==> src/rtl/rpc_dqs_calib_ctrl.sv <==
// rpc_dqs_calib_ctrl: sweeps the RPC PHY DQS read-capture delay taps,
// runs one training read per tap and centres on the longest passing window.
// Ports:
//   clk_i, rst_i            clock, synchronous active-high reset
//   start_i, expected_i     calibration start pulse and training pattern
//   trn_req_o/ack_i/data_i  training-read handshake to the RPC controller
//   delay_cfg_o             tap code to the PHY delay line
//   busy_o, done_o, error_o status levels
//   win_lo_o, win_hi_o      bounds of the best passing window
module rpc_dqs_calib_ctrl #(
  parameter int DELAY_CFG_WIDTH = 5,
  parameter int PATTERN_WIDTH   = 32,
  parameter int SETTLE_CYCLES   = 8,
  parameter int TIMEOUT_CYCLES  = 1024,
  parameter int DEFAULT_TAP     = 16
) (
  input  logic                       clk_i,
  input  logic                       rst_i,
  input  logic                       start_i,
  input  logic [PATTERN_WIDTH-1:0]   expected_i,
  output logic                       trn_req_o,
  input  logic                       trn_ack_i,
  input  logic [PATTERN_WIDTH-1:0]   trn_data_i,
  output logic [DELAY_CFG_WIDTH-1:0] delay_cfg_o,
  output logic                       busy_o,
  output logic                       done_o,
  output logic                       error_o,
  output logic [DELAY_CFG_WIDTH-1:0] win_lo_o,
  output logic [DELAY_CFG_WIDTH-1:0] win_hi_o
);

  localparam int W  = DELAY_CFG_WIDTH;
  localparam int SW = $clog2(SETTLE_CYCLES + 1);
  localparam int TW = $clog2(TIMEOUT_CYCLES + 1);

  localparam logic [2:0] S_IDLE   = 3'd0;
  localparam logic [2:0] S_SET    = 3'd1;
  localparam logic [2:0] S_SETTLE = 3'd2;
  localparam logic [2:0] S_REQ    = 3'd3;
  localparam logic [2:0] S_EVAL   = 3'd4;
  localparam logic [2:0] S_FINISH = 3'd5;

  localparam logic [W-1:0]  TAP_MAX  = '1;
  localparam logic [W-1:0]  TAP_DEF  = W'(DEFAULT_TAP);
  localparam logic [W-1:0]  TAP_ONE  = W'(1);
  localparam logic [W:0]    LEN_ONE  = (W+1)'(1);
  localparam logic [SW-1:0] SET_LAST = SW'(SETTLE_CYCLES - 1);
  localparam logic [TW-1:0] TO_LAST  = TW'(TIMEOUT_CYCLES - 1);

  logic [2:0]               state;
  logic [W-1:0]             tap;
  logic [SW-1:0]            settle_cnt;
  logic [TW-1:0]            to_cnt;
  logic [PATTERN_WIDTH-1:0] exp_q;
  logic                     pass;
  logic [W:0]               cur_len;
  logic [W:0]               best_len;
  logic [W-1:0]             cur_start;
  logic [W-1:0]             best_start;

  logic [W:0]   len_inc;
  logic [W-1:0] run_start;
  logic [W-1:0] hi_c;
  logic [W:0]   sum_c;

  assign len_inc   = cur_len + LEN_ONE;
  assign run_start = (cur_len == '0) ? tap : cur_start;
  // best_len == 2^W truncates to 0 here; the modular -1 still lands on TAP_MAX
  assign hi_c      = best_start + best_len[W-1:0] - TAP_ONE;
  assign sum_c     = {1'b0, best_start} + {1'b0, hi_c};

  always_ff @(posedge clk_i) begin
    if (rst_i) begin
      state       <= S_IDLE;
      tap         <= '0;
      settle_cnt  <= '0;
      to_cnt      <= '0;
      exp_q       <= '0;
      pass        <= 1'b0;
      cur_len     <= '0;
      best_len    <= '0;
      cur_start   <= '0;
      best_start  <= '0;
      trn_req_o   <= 1'b0;
      delay_cfg_o <= TAP_DEF;
      busy_o      <= 1'b0;
      done_o      <= 1'b0;
      error_o     <= 1'b0;
      win_lo_o    <= '0;
      win_hi_o    <= '0;
    end else begin
      unique case (state)
        S_IDLE: begin
          if (start_i) begin
            exp_q      <= expected_i;
            done_o     <= 1'b0;
            error_o    <= 1'b0;
            cur_len    <= '0;
            best_len   <= '0;
            cur_start  <= '0;
            best_start <= '0;
            tap        <= '0;
            busy_o     <= 1'b1;
            state      <= S_SET;
          end
        end
        S_SET: begin
          delay_cfg_o <= tap;
          settle_cnt  <= '0;
          state       <= S_SETTLE;
        end
        S_SETTLE: begin
          if (settle_cnt == SET_LAST) begin
            trn_req_o <= 1'b1;
            to_cnt    <= '0;
            state     <= S_REQ;
          end else begin
            settle_cnt <= settle_cnt + SW'(1);
          end
        end
        S_REQ: begin
          if (trn_ack_i) begin
            trn_req_o <= 1'b0;
            pass      <= (trn_data_i == exp_q);
            state     <= S_EVAL;
          end else if (to_cnt == TO_LAST) begin
            // a timeout discards any window found so far
            trn_req_o <= 1'b0;
            best_len  <= '0;
            state     <= S_FINISH;
          end else begin
            to_cnt <= to_cnt + TW'(1);
          end
        end
        S_EVAL: begin
          if (pass) begin
            cur_start <= run_start;
            cur_len   <= len_inc;
            if (len_inc > best_len) begin
              best_start <= run_start;
              best_len   <= len_inc;
            end
          end else begin
            cur_len <= '0;
          end
          if (tap == TAP_MAX) begin
            state <= S_FINISH;
          end else begin
            tap   <= tap + TAP_ONE;
            state <= S_SET;
          end
        end
        S_FINISH: begin
          if (best_len != '0) begin
            win_lo_o    <= best_start;
            win_hi_o    <= hi_c;
            delay_cfg_o <= W'(sum_c >> 1);
            error_o     <= 1'b0;
          end else begin
            win_lo_o    <= '0;
            win_hi_o    <= '0;
            delay_cfg_o <= TAP_DEF;
            error_o     <= 1'b1;
          end
          done_o <= 1'b1;
          busy_o <= 1'b0;
          state  <= S_IDLE;
        end
        default: state <= S_IDLE;
      endcase
    end
  end

endmodule

==> config.mk <==
export PLATFORM = sky130hd
export DESIGN_NAME = rpc_dqs_calib_ctrl
export DESIGN_NICKNAME = d
export VERILOG_FILES = /design/src/rtl/rpc_dqs_calib_ctrl.sv
export SDC_FILE = /design/constraint.sdc
export NUM_CORES = 1
export LEC_CHECK = 0
export BUFFER_PORTS_ARGS = -buffer_cell sky130_fd_sc_hd__buf_2
export CORE_ASPECT_RATIO = 0.5
export CORE_MARGIN = 5
export CORE_UTILIZATION = 51
export DETAILED_ROUTE_END_ITERATION = 7
export PLACE_DENSITY_LB_ADDON = 0.12
export SLEW_MARGIN = 15
export SYNTH_ARGS = -nofsm -noshare
export SYNTH_HDL_FRONTEND = slang
export SYNTH_SLANG_ARGS = --single-unit
==> constraint.sdc <==
create_clock -name clk_i -period 2.4 [get_ports clk_i]
set_input_delay 0.48 -clock clk_i [delete_from_list [all_inputs] [get_ports clk_i]]
set_output_delay 0.48 -clock clk_i [all_outputs]
set_load 0.03 [all_outputs]
# Yosys cells after proc, flatten, opt, wreduce, memory -nomap -nowiden
# Index checks and enable logic that the tools add are counted.
[word_totals] wordCells=108 ff_bits=97 out_inout_bits=19 inputBits=68
[op_classes] n_mux=43 eq_ne=19 magnitude_cmp=1 n_reduce_logical=21 n_addsub=7
[op_table] op="$mux 5" n=9
[op_table] op="$pmux 5 s2" n=4
[op_table] op="$mux 6" n=6
[op_table] op="$mux 11" n=3
[op_table] op="$eq 32x32->1" n=1
[op_table] op="$pmux 11 s2" n=1
[op_table] op="$ne 2x2->1 const B" n=9
[op_table] op="$pmux 6 s3" n=1
[op_table] op="$mux 3" n=5
[op_table] op="$pmux 3 s5" n=1
[op_table] op="$pmux 6 s2" n=1
[op_table] op="$reduce_and 3->1" n=4
[op_table] op="$add 11x1->11 const B" n=1
[op_table] op="$eq 11x10->1 const B" n=1
[op_table] op="$reduce_and 2->1" n=5
[op_table] op="$reduce_bool 2->1" n=5
[op_table] op="$pmux 1 s2" n=4
[op_table] op="$pmux 4 s2" n=1
[op_table] op="$reduce_and 4->1" n=2
[op_table] op="$add 5x5->6" n=1
[op_table] op="$add 6x1->6 const B" n=1
[op_table] op="$eq 3x2->1 const B" n=2
[op_table] op="$eq 3x3->1 const B" n=2
[op_table] op="$gt 6x6->1" n=1
[op_table] op="15 further kinds" n=20

# Longest topological paths before layout
[logic_depth] depth_word=5 mapped_depth=11 mapped_depth_nobuf=11

# Worst setup path after synthesis
# No wires, ideal clock.
[synth_path] path_kind="register to register" startpoint="register best_start[1]" endpoint="register delay_cfg_o[3]" setup_slack_ns=-0.161 stages_incl_launch_ff=12 synth_period_minus_slack_ns=2.561 required_ns=2.260 setup_time_ns=0.140 t_arrival_ns=2.420 path_buffers=0 cell_sequence="dfxtp_1 > inv_1 > ha_1 > inv_1 > ha_1 > fa_1 > ha_1 > nor2b_1 > o21a_1 > or3_1 > nand4_1 > a311oi_1"
[synth_via] elab_chain_cells=5
[synth_rtl] item="start: declaration" line_no="59" rtl="logic [W-1:0] best_start;"
[synth_rtl] item="start signal: assignment" line_no="140" rtl="best_start <= run_start;"
[synth_rtl] item="$add 5x5->5" line_no="69" rtl="assign hi_c = best_start + best_len[W-1:0] - TAP_ONE;"
[synth_rtl] item="$sub 5x1->5" line_no="69"
[synth_rtl] item="$add 5x5->6 *" line_no="70" rtl="assign sum_c = {1'b0, best_start} + {1'b0, hi_c};"
[synth_rtl] item="$mux 5 *" line_no="154" rtl="if (best_len != '0) begin"
[synth_rtl] item="$pmux 5 s2 *" line_no="92" rtl="unique case (state)"
[synth_rtl] item="end signal: assignment" line_no="108" rtl="delay_cfg_o <= tap;"
[synth_rtl] item="end signal: assignment" line_no="157" rtl="delay_cfg_o <= W'(sum_c >> 1);"
[synth_rtl] item="end: declaration" line_no="24" rtl="output logic [DELAY_CFG_WIDTH-1:0] delay_cfg_o,"
# Every way passes the cells marked *; elsewhere a longest branch is shown, timed or not.
# A chain may end at the register's enable or synchronous reset.

# Final worst setup path
# Same ends and word-level chain as after synthesis.

==> reports/results.txt <==
Seq/Total Area, Yosys = 38.5%
flops & latches, synth = 97
dominant cells by area after synthesis = dfxtp_1 38%, xnor2_1 8.0%, a21oi_1 7.3%, nand2_1 7.1%, ha_1 6.0%
die span in y = 80.3 um
Slowest-stage cell, CP = fa_2
drt initial violations = 291
skew final = 0.00762 ns
synth unique cells = 60
Final Max Slew Viols = 0
Pre-Repair DR Iteration Count = 5
root buffer cell = clkbuf_16
H-tree levels = 3
Startpoint Class = flip-flop
row count = 25
Final Net Count = 821
n_diodes = 0
post-DR vias/cell = 5.35
leading area contributor after synthesis = dfxtp_1
syn avg cell area = 8.16 sq um
setup TNS = -0.147 ns
Worst Setup End Kind = flip-flop
Post-Syn Instances = 618
Slew @ Worst Pin = 0.572 ns
GRT overflow = 0
total power = 3.51 mW
Core Region = 9540 sq um
most common cell after layout, fill and taps aside = nand2_1
Hold Startpoint = expected_i[16]
Worst Path Required = 2.63 ns
CTS Sinks = 97
Hold Crit Class = in -> reg
Syn Nets = 712
synthesized area = 5040 sq um
clock-pin transition on the worst setup and hold timing paths = 0.07 ns
vias in the first global route = 4,440
status = finished with violations
WL/cell = 14.7 um
Finished Layout Cells = 867
Tcrit/Tclk final = 104%
number of synthesis warnings = 0
critical path arrival = 2.73 ns
max frequency = 0.400 GHz
Horiz. Die Dim = 151 um
P_leak = 2.52 nW
Post-synth EDFFs = 0
Period minus WS final = 2.50 ns
vias = 4,635
post-synth top area share = 38.5%
maximum VDD drop = 0.338 mV
Slew HR = 61.7%
post-synthesis async set-or-reset flop share = 0%
Finish-stage setup viols = 2
Critical Path Max Stage Delay = 0.56 ns
final hold violation count = 0
Power Dens Cells = 559 nW/um^2
hold slack = 0.361 ns
DRT antenna net count = 0
Routed Wire Length = 12,700 um
CP dominant cell by count = ha_4
TritonCTS clock tree = yes
crit-path cells = inv_2, ha_4, inv_2, ha_4, fa_2, ha_4, nor2b_4, o21a_1, or3_1, nand4_1, a311oi_1
DP Wirelength = 9160 um
die area = 12,100 sq um
violated checks = setup timing
Remaining DRCs = 0
Area Growth Syn to Fin = 24.4%
first-pass GRT wire length = 21,300 um
Initial Util = 52.9%
Synth Flop Type = dfxtp_1
CTS Buf Count = 9
later-pin clock latency in the skew report = 0.35 ns
I/O pin count = 87
total track usage = 22.2%
critical path class = reg -> reg
GP Congestion = 0.937
largest net degree at the start of global routing = 40
RSZ-0062 raised after global routing = true
Final WS setup = -0.0981 ns
# port buffers = 86
Worst R2R Start = best_start[1]
maxcap violations = 0
worst-path fanout max = 2
DP Cell Count = 846
Clock Tree Buf Depth = 2
share of cells above drive strength 1 = 24.9%
crit path from = best_start[1]
initial antenna violation count = 0
most frequent cells in the layout = 95 x nand2_1, 90 x dfxtp_1, 86 x buf_2
==> kinds of logic (layout without fill, tap and decap cells) <==
kind of cell / count (synthesis) / in the layout / share of synthesized area, %
xor+xnor: 53 / 53 / 9.20
flops: 97 / 97 / 38.5
buf+inv: 60 / 174 / 4.79
mux: 6 / 6 / 1.22
simple gates: 247 / 247 / 23.7
compound gates: 129 / 129 / 15.9
fa+ha+maj: 26 / 26 / 6.75
==> final timing paths <==
| kind | end | slack, ns | depth (start not counted) |
|---|---|---|---|
| hold / removal | exp_q[16] | 0.36 | 3 |
| setup / recovery | delay_cfg_o[3] | -0.1 | 11 |
| setup reg to reg | delay_cfg_o[3] | -0.1 | 11 |
| hold reg to reg | win_lo_o[3] | 0.46 | 2 |
==> report_power, final <==
group | switching [mW] | total (mW) | internal [mW]
sequential | 0.0429 | 1.70 | 1.66
clock | 0.645 | 1.41 | 0.770
combinational | 0.219 | 0.389 | 0.170
==> worst max-delay path: cells and delay by family, from the launching register on <==
| family | cells | cell delay (ns) |
|---|---|---|
| AOI/OAI and AO/OA | 2 | 0.26 |
| adders and majority gates | 4 | 1.18 |
| buffers and inverters | 2 | 0.08 |
| DFF | 1 | 0.33 |
| and+or+nand+nor | 3 | 0.52 |
==> flip-flops by register name, summed over array words and instances (netlist names) <==
name         count
best_len         6
trn_req_o        1
error_o          1
win_hi_o         5
pass             1
done_o           1
busy_o           1
cur_start        5
best_start       5
tap              5
to_cnt          11
settle_cnt       4
delay_cfg_o      5
state            3
exp_q           32
win_lo_o         5
cur_len          6
==> synthesized netlist by cell type, types with 13 or more instances <==
library cell and number:
a21oi_1 74, nand3_1 24, dfxtp_1 97, nand2_1 95
o21ai_0 13, nand4_1 15, clkbuf_1 22, xnor2_1 46
inv_1 26, ha_1 24, nor2_1 48
==> through the flow <==
step | area, sq um | utilization (%) | setup WS (ns)
after global placement | 5830 | 61.1 | -0.0863
after CTS | 6200 | 65.0 | -0.0778
final | 6280 | 65.8 | -0.0981
after global routing | 6280 | 65.8 | -0.172
after detailed placement | 5830 | 61.1 | -0.141
after floorplan | 5060 | - | -0.0864
==> metal layers <==
metal	vias up	track usage [%]	routed length [um]
met2	133	33.9	5410
met4	0	4.61	99
met1	2143	30.1	6090
met3	11	8.17	1130
li1	2348	-	-
met5	-	0	0
==> layout make-up <==
cell class | instances | area, sq um
clock buffers | 12 | 256
clock inverters | 4 | 33.8
fillers | 810 | 3260
inverters | 26 | 97.6
multi-input cells | 461 | 2990
flip-flops and latches | 97 | 1950
well taps | 135 | 169
repair buffers | 132 | 779
==> what timing repair did <==
action / CTS / global route
setup endpoints to repair: 5 / 13
buffers inserted: 3 / 2
pin swaps: 10 / 10
resized for setup: 14 / 14
hold buffers: 0 / 0
No activity file was read; power rests on OpenSTA's default activity.
